## src/rtl/seg_share_ctrl.sv

```systemverilog
// seg_share_ctrl: round-robin sharing of one 4-digit multiplexed 7-seg
// display among three requesters, each supplying four BCD digits.
// Ports:
//   clk           system clock (posedge)
//   rst           asynchronous active-low reset
//   req[2:0]      level requests, bit i = requester i
//   val0/1/2      BCD digits per requester, [15:12] = leftmost
//   grant[2:0]    one-hot display owner, 0 when idle
//   seg_S[7:0]    segments {dp,g..a}, active-low
//   com_s[3:0]    digit commons, active-low, bit 3 = leftmost
//   busy          high while a grant is active
module seg_share_ctrl #(
    parameter int SCAN_DIV    = 50000,
    parameter int HOLD_FRAMES = 250
) (
    input  logic        clk,
    input  logic        rst,
    input  logic [2:0]  req,
    input  logic [15:0] val0,
    input  logic [15:0] val1,
    input  logic [15:0] val2,
    output logic [2:0]  grant,
    output logic [7:0]  seg_S,
    output logic [3:0]  com_s,
    output logic        busy
);

    localparam int CW = $clog2(SCAN_DIV);
    localparam int FW = $clog2(HOLD_FRAMES + 1);
    localparam logic [CW-1:0] CNT_LAST = CW'(SCAN_DIV - 1);
    localparam logic [FW-1:0] HOLD     = FW'(HOLD_FRAMES);

    typedef enum logic {IDLE, SHOW} state_t;

    state_t        state, state_n;
    logic [2:0]    grant_n;
    logic [1:0]    last, last_n;
    logic [1:0]    slot, slot_n;
    logic [CW-1:0] cnt, cnt_n;
    logic [FW-1:0] frm, frm_n, frm_inc;
    logic [7:0]    seg_n;
    logic [3:0]    com_n;
    logic [2:0]    pick;
    logic          load;

    // Round-robin pick: search starts one past the last owner.
    function automatic logic [2:0] rr_pick(input logic [2:0] r,
                                           input logic [1:0] lo);
        logic [2:0] g;
        g = 3'b000;
        unique case (lo)
            2'd0: begin
                if (r[1])      g = 3'b010;
                else if (r[2]) g = 3'b100;
                else if (r[0]) g = 3'b001;
            end
            2'd1: begin
                if (r[2])      g = 3'b100;
                else if (r[0]) g = 3'b001;
                else if (r[1]) g = 3'b010;
            end
            default: begin
                if (r[0])      g = 3'b001;
                else if (r[1]) g = 3'b010;
                else if (r[2]) g = 3'b100;
            end
        endcase
        return g;
    endfunction

    function automatic logic [1:0] idx(input logic [2:0] g);
        logic [1:0] i;
        i = 2'd0;
        if (g[1]) i = 2'd1;
        if (g[2]) i = 2'd2;
        return i;
    endfunction

    function automatic logic [15:0] val_of(input logic [2:0] g,
                                           input logic [15:0] v0,
                                           input logic [15:0] v1,
                                           input logic [15:0] v2);
        logic [15:0] v;
        v = 16'h0000;
        if (g[0]) v = v0;
        if (g[1]) v = v1;
        if (g[2]) v = v2;
        return v;
    endfunction

    function automatic logic [3:0] nib(input logic [15:0] v,
                                       input logic [1:0] s);
        logic [3:0] n;
        unique case (s)
            2'd0:    n = v[15:12];
            2'd1:    n = v[11:8];
            2'd2:    n = v[7:4];
            default: n = v[3:0];
        endcase
        return n;
    endfunction

    function automatic logic [7:0] dec(input logic [3:0] d);
        logic [7:0] p;
        unique case (d)
            4'd0:    p = 8'hC0;
            4'd1:    p = 8'hF9;
            4'd2:    p = 8'hA4;
            4'd3:    p = 8'hB0;
            4'd4:    p = 8'h99;
            4'd5:    p = 8'h92;
            4'd6:    p = 8'h82;
            4'd7:    p = 8'hF8;
            4'd8:    p = 8'h80;
            4'd9:    p = 8'h90;
            default: p = 8'hBF;
        endcase
        return p;
    endfunction

    always_ff @(posedge clk or negedge rst) begin
        if (!rst) begin
            state <= IDLE;
            grant <= 3'b000;
            last  <= 2'd2;
            slot  <= 2'd0;
            cnt   <= '0;
            frm   <= '0;
            seg_S <= 8'hFF;
            com_s <= 4'b1111;
        end else begin
            state <= state_n;
            grant <= grant_n;
            last  <= last_n;
            slot  <= slot_n;
            cnt   <= cnt_n;
            frm   <= frm_n;
            seg_S <= seg_n;
            com_s <= com_n;
        end
    end

    assign busy    = |grant;
    assign frm_inc = (frm >= HOLD) ? frm : frm + FW'(1);

    always_comb begin
        state_n = state;
        grant_n = grant;
        last_n  = last;
        slot_n  = slot;
        cnt_n   = cnt;
        frm_n   = frm;
        seg_n   = seg_S;
        com_n   = com_s;
        pick    = rr_pick(req, last);
        load    = 1'b0;

        unique case (state)
            IDLE: begin
                seg_n  = 8'hFF;
                com_n  = 4'b1111;
                slot_n = 2'd0;
                cnt_n  = '0;
                frm_n  = '0;
                if (|req) load = 1'b1;
            end
            SHOW: begin
                if (cnt != CNT_LAST) begin
                    cnt_n = cnt + CW'(1);
                end else if (slot != 2'd3) begin
                    // Nibble is captured here and held all slot.
                    cnt_n  = '0;
                    slot_n = slot + 2'd1;
                    com_n  = ~(4'b1000 >> slot_n);
                    seg_n  = dec(nib(val_of(grant, val0, val1, val2),
                                     slot_n));
                end else if (!(|(req & grant))) begin
                    // Owner gone: hand off or fall back to idle.
                    if (|pick) begin
                        load = 1'b1;
                    end else begin
                        state_n = IDLE;
                        grant_n = 3'b000;
                        slot_n  = 2'd0;
                        cnt_n   = '0;
                        frm_n   = '0;
                        seg_n   = 8'hFF;
                        com_n   = 4'b1111;
                    end
                end else if (frm_inc >= HOLD && |(req & ~grant)) begin
                    // Owner is searched last, so pick is another one.
                    load = 1'b1;
                end else begin
                    cnt_n  = '0;
                    slot_n = 2'd0;
                    frm_n  = frm_inc;
                    com_n  = 4'b0111;
                    seg_n  = dec(nib(val_of(grant, val0, val1, val2),
                                     2'd0));
                end
            end
            default: state_n = IDLE;
        endcase

        if (load) begin
            state_n = SHOW;
            grant_n = pick;
            last_n  = idx(pick);
            slot_n  = 2'd0;
            cnt_n   = '0;
            frm_n   = '0;
            com_n   = 4'b0111;
            seg_n   = dec(nib(val_of(pick, val0, val1, val2), 2'd0));
        end
    end

endmodule

```

## config.mk

```make
export PLATFORM = sky130hd
export DESIGN_NAME = seg_share_ctrl
export DESIGN_NICKNAME = d
export VERILOG_FILES = /design/src/rtl/seg_share_ctrl.sv
export SDC_FILE = /design/constraint.sdc
export NUM_CORES = 1
export LEC_CHECK = 0
export ABC_AREA = 1
export ABC_CLOCK_PERIOD_IN_PS = 2600
export BUFFER_PORTS_ARGS = -buffer_cell sky130_fd_sc_hd__buf_2
export CORE_MARGIN = 10
export CORE_UTILIZATION = 40
export CTS_BUF_LIST = sky130_fd_sc_hd__clkbuf_8
export DETAILED_ROUTE_END_ITERATION = 8
export PLACE_DENSITY_LB_ADDON = 0.3
export SLEW_MARGIN = 10
export SYNTH_ARGS = -nofsm -noshare
export SYNTH_HDL_FRONTEND = slang
export SYNTH_SLANG_ARGS = --single-unit
export TNS_END_PERCENT = 10
```

## constraint.sdc

```tcl
create_clock -name clk -period 2.6 [get_ports clk]
set_clock_uncertainty 0.2 [all_clocks]
set_input_delay 0.52 -clock clk [delete_from_list [all_inputs] [get_ports clk]]
set_output_delay 0.52 -clock clk [all_outputs]
set_load 0.03 [all_outputs]
```

==> flow_results.org <==
** Yosys
- During synthesis, Yosys emitted a total of 0 warnings.
- Fraction of post-synthesis cell area in the top cell type by area :: 0.206
- Cells after synthesis :: 578
- Total of flip-flops plus latches after synthesis :: 43
- After synthesis, the cell types taking the most area are sky130_fd_sc_hd__dfrtp_1 21%, sky130_fd_sc_hd__nand2_1 18%, sky130_fd_sc_hd__nand3_1 10%.
- Synthesized area :: 0.00377 mm²
- Dividing the synthesized area by the synthesized cell count gives 6.53 µm².
- Unique masters post-synth :: 42
- Sequential-to-total area share from yosys stat :: 0.289
- The number of nets in the synthesized netlist is 657.
- sky130_fd_sc_hd__dfrtp_1 takes more of the synthesized area than any other cell.

** STA
- Setup repair after global routing missed its margin :: true
- Number of pins exceeding their max-slew limit in the final report :: 0
- In the finished design, the share of the clock period the worst path needs comes to 0.928.
- Subtracting the final worst setup slack from the clock period gives 2.41 ns.
- At the pin with the least slew margin, the transition time is 0.556 ns.
- Finish-stage setup viols :: 0
- Max Clock Freq :: 414 MHz
- Worst slew margin :: 0.630
- Number of failing hold endpoints at the final stage :: 0

** Global routing
- In the global route stage, overall resource usage came out at 0.163.
- Vias in the first global route :: 3819
- The first global-routing pass estimated 18.1 mm of wire.
- Total global routing overflow :: 0
- Initial antenna violation count :: 0
- Entering global routing, the biggest net connects 44 pins.

** Floorplan
- Chip Width :: 117 µm
- The die covers 0.0137 mm².
- After floorplanning, the core was divided into 35 placement rows.
- Initial standard-cell utilization of the core :: 0.410
- The core region is 0.00920 mm².
- Top-Level Pins :: 69
- Chip Height :: 117 µm

** Clock tree
- Clock-pin slew was measured on the worst setup and hold paths at 0.09 ns.
- # H-tree levels :: 2
- The clock reaches the later pin of the worst-skew pair after 0.31 ns.
- The clock drives 43 sinks.
- Number of buffers on the longest clock path :: 2
- CTS tree :: done
- In this run, CTS created clock tree buffers numbering 5.
- Clock root buffer :: sky130_fd_sc_hd__clkbuf_8

** Power and ir drop
- Leak pwr :: 2.45 nW
- IR analysis of the VDD net gives a maximum drop of 0.171 mV.
- Power after layout :: 1.62 mW
- In this run the power density over the cells is 361 mW/mm².

** Worst setup path
- Required time of the critical path :: 2.65 ns
- The worst setup path is of the reg -> reg kind.
- The worst setup path is launched from a register.
- The worst setup path is captured at a register.
- In this run the worst path has a maximum fanout of 7.
- Data on the critical path arrives at its endpoint at 2.46 ns.

** Placement
- Detailed placement HPWL :: 8.68 mm
- Routability-driven placement finished with a final weighted congestion of 1.00.
- After detailed placement, the total cell area comes to 0.00431 mm².
- Port buffer count :: 67

** Finish
- Final non-filler cell area :: 0.00447 mm²
- After the last flow step, the layout net total stands at 737.
- Relative to the synthesized area, the layout overhead comes to 18.5%.
- Number of diodes :: 0
- Layout cells sized above 1 :: 0.231
- Filler cell count :: 929

** Worst hold path
- The path class of the tightest hold or removal check is in -> async.

** Route
- After detailed routing, the number of remaining DRC violations is 0.
- Initial DRT Pass Iterations :: 6
- Violation count after the first detailed-routing iteration :: 274
- After detailed routing, the number of vias per cell comes to 5.10.
- Across all layers, the routed design uses 3924 vias.
- The count of nets left with antenna violations once routing finished came out at 0.
- In the final routed layout, each cell accounts on average for 14.3 µm.
- The final layout contains routed wiring with a total length of 11.0 mm.

** Status
- The run finished with clean final reports.

** Run
- Max-Cap Viols :: 0
[Yosys cell counts, drive strengths merged]
cell	instances
dfrtp	31
or2	8
ha	26
nor3	8
dfstp	12
nand3	80
a21boi	2
nor3b	1
o211ai	3
nand4	5
xor2	6
and2	1
clkbuf	5
clkinv	1
conb	1
nand2	189
inv	63
o22ai	2
a21oi	24
o21ai	17
nor2	66
buf	10
xnor2	4
o21bai	4
a31oi	2
and3	1
o21a	2
nor4	1
nand3b	3
[worst max-delay path: stages (launching register included)]
cell and delay, ns:
sky130_fd_sc_hd__dfrtp_2 0.47, sky130_fd_sc_hd__inv_2 0.11, sky130_fd_sc_hd__ha_2 0.23, sky130_fd_sc_hd__o211ai_1 0.10
sky130_fd_sc_hd__nand2_1 0.10, sky130_fd_sc_hd__nor2_1 0.06, sky130_fd_sc_hd__nor2_2 0.20, sky130_fd_sc_hd__inv_1 0.12
sky130_fd_sc_hd__ha_1 0.19, sky130_fd_sc_hd__nand3b_1 0.16, sky130_fd_sc_hd__nand2_1 0.08, sky130_fd_sc_hd__nor2_1 0.04
sky130_fd_sc_hd__nor2_1 0.10, sky130_fd_sc_hd__nand2_1 0.06, sky130_fd_sc_hd__nand3_1 0.08, sky130_fd_sc_hd__nand2_1 0.06
[where the power goes]
| group | internal, mW | switching (mW) | total (mW) | leakage, nW |
|---|---|---|---|---|
| clock | 0.311 | 0.245 | 0.556 | 0.0612 |
| sequential | 0.674 | 0.00438 | 0.678 | 0.483 |
| combinational | 0.145 | 0.238 | 0.383 | 1.90 |
| total | 1.13 | 0.487 | 1.62 | 2.45 |
[routing by layer]
metal	wire length, µm	vias to the layer above	global-route usage
li1	-	1996	-
met1	5000	1835	0.201
met2	5460	77	0.286
met3	390	16	0.0285
met4	149	0	0.0428
met5	0	-	0
[worst paths after layout]
check,startpoint,to,slack (ns),depth (start not counted)
hold reg to reg,cnt[0]$_DFFE_PN0P_,cnt[0]$_DFFE_PN0P_,0.27,1
min in group clk,cnt[0]$_DFFE_PN0P_,cnt[0]$_DFFE_PN0P_,0.27,1
setup / recovery,slot[0]$_DFFE_PN0P_,seg_S[0]$_DFFE_PN1P_,0.19,15
max in group asynchronous,rst,frm[0]$_DFFE_PN0P_,1.71,2
setup reg to reg,slot[0]$_DFFE_PN0P_,seg_S[0]$_DFFE_PN1P_,0.19,15
hold / removal,rst,last[0]$_DFFE_PN0P_,0.08,2
[registers in the layout (all words and copies together), names as in the netlist]
register	cells
cnt	16
com_s	4
frm	8
grant	3
last	2
seg_S	7
slot	2
state	1
[placed cells by master, fill, tap and decap left out, types with 4 or more instances in the layout]
| master | synthesis | layout |
|---|---|---|
| sky130_fd_sc_hd__buf_4 | 4 | 19 |
| sky130_fd_sc_hd__nand2_1 | 181 | 179 |
| sky130_fd_sc_hd__xnor2_1 | 4 | 4 |
| sky130_fd_sc_hd__inv_1 | 58 | 57 |
| sky130_fd_sc_hd__inv_2 | 5 | 6 |
| sky130_fd_sc_hd__nand3_1 | 77 | 77 |
| sky130_fd_sc_hd__xor2_1 | 6 | 6 |
| sky130_fd_sc_hd__nand2_2 | 7 | 8 |
| sky130_fd_sc_hd__nand4_1 | 5 | 5 |
| sky130_fd_sc_hd__nor2_1 | 63 | 61 |
| sky130_fd_sc_hd__a21oi_2 | 4 | 4 |
| sky130_fd_sc_hd__dfstp_2 | 12 | 12 |
| sky130_fd_sc_hd__ha_1 | 26 | 23 |
| sky130_fd_sc_hd__o21bai_1 | 4 | 4 |
| sky130_fd_sc_hd__dfrtp_1 | 31 | 28 |
| sky130_fd_sc_hd__o21ai_0 | 15 | 15 |
| sky130_fd_sc_hd__nor3_1 | 6 | 6 |
| sky130_fd_sc_hd__or2_2 | 6 | 6 |
| sky130_fd_sc_hd__clkbuf_8 | 0 | 6 |
| sky130_fd_sc_hd__buf_2 | 3 | 67 |
| sky130_fd_sc_hd__a21oi_1 | 20 | 20 |
[cell type report]
class,instances,area [µm²],area share
multi-input combinational,456,2370,0.530
sequential,43,1090,0.245
timing repair buffer,88,509,0.114
inverter,64,240,0.0537
tap,111,139,0.0310
clock buffer,6,82.6,0.0185
clock inverter,2,35.0,0.00783
[what timing repair did]
| action | CTS | global route |
|---|---|---|
| endpoints found under the setup margin | 1 | 23 |
| resized for setup | 1 | 13 |
| buffers inserted | 0 | 2 |
| endpoints found under the hold margin | 0 | 0 |
| hold buffers | 0 | 0 |
| pin swaps | 0 | 2 |
[metrics by stage]
stage,setup slack (ns),util,hold WS (ns),instances,setup TNS [ns]
2_1_floorplan,0.166,-,0.0244,578,0
3_3_place_gp,0.0676,0.468,0.243,760,0
3_5_place_dp,0.0205,0.468,0.245,760,0
4_1_cts,0.0583,0.481,0.103,768,0
5_1_grt,-0.0584,0.486,0.126,770,-0.0730
6_report,0.186,0.486,0.0782,770,0
[logic make-up (layout without fill, tap and decap cells)]
kind of cell	after synthesis	after routing	synth area share
compound gates	56	56	0.0879
buf+inv	79	160	0.0895
fa+ha+maj	26	26	0.0862
xor+xnor	10	10	0.0232
other cells	1	1	0.000994
flops	43	43	0.289
simple gates	363	363	0.423
(Power assumes the default switching activity.)
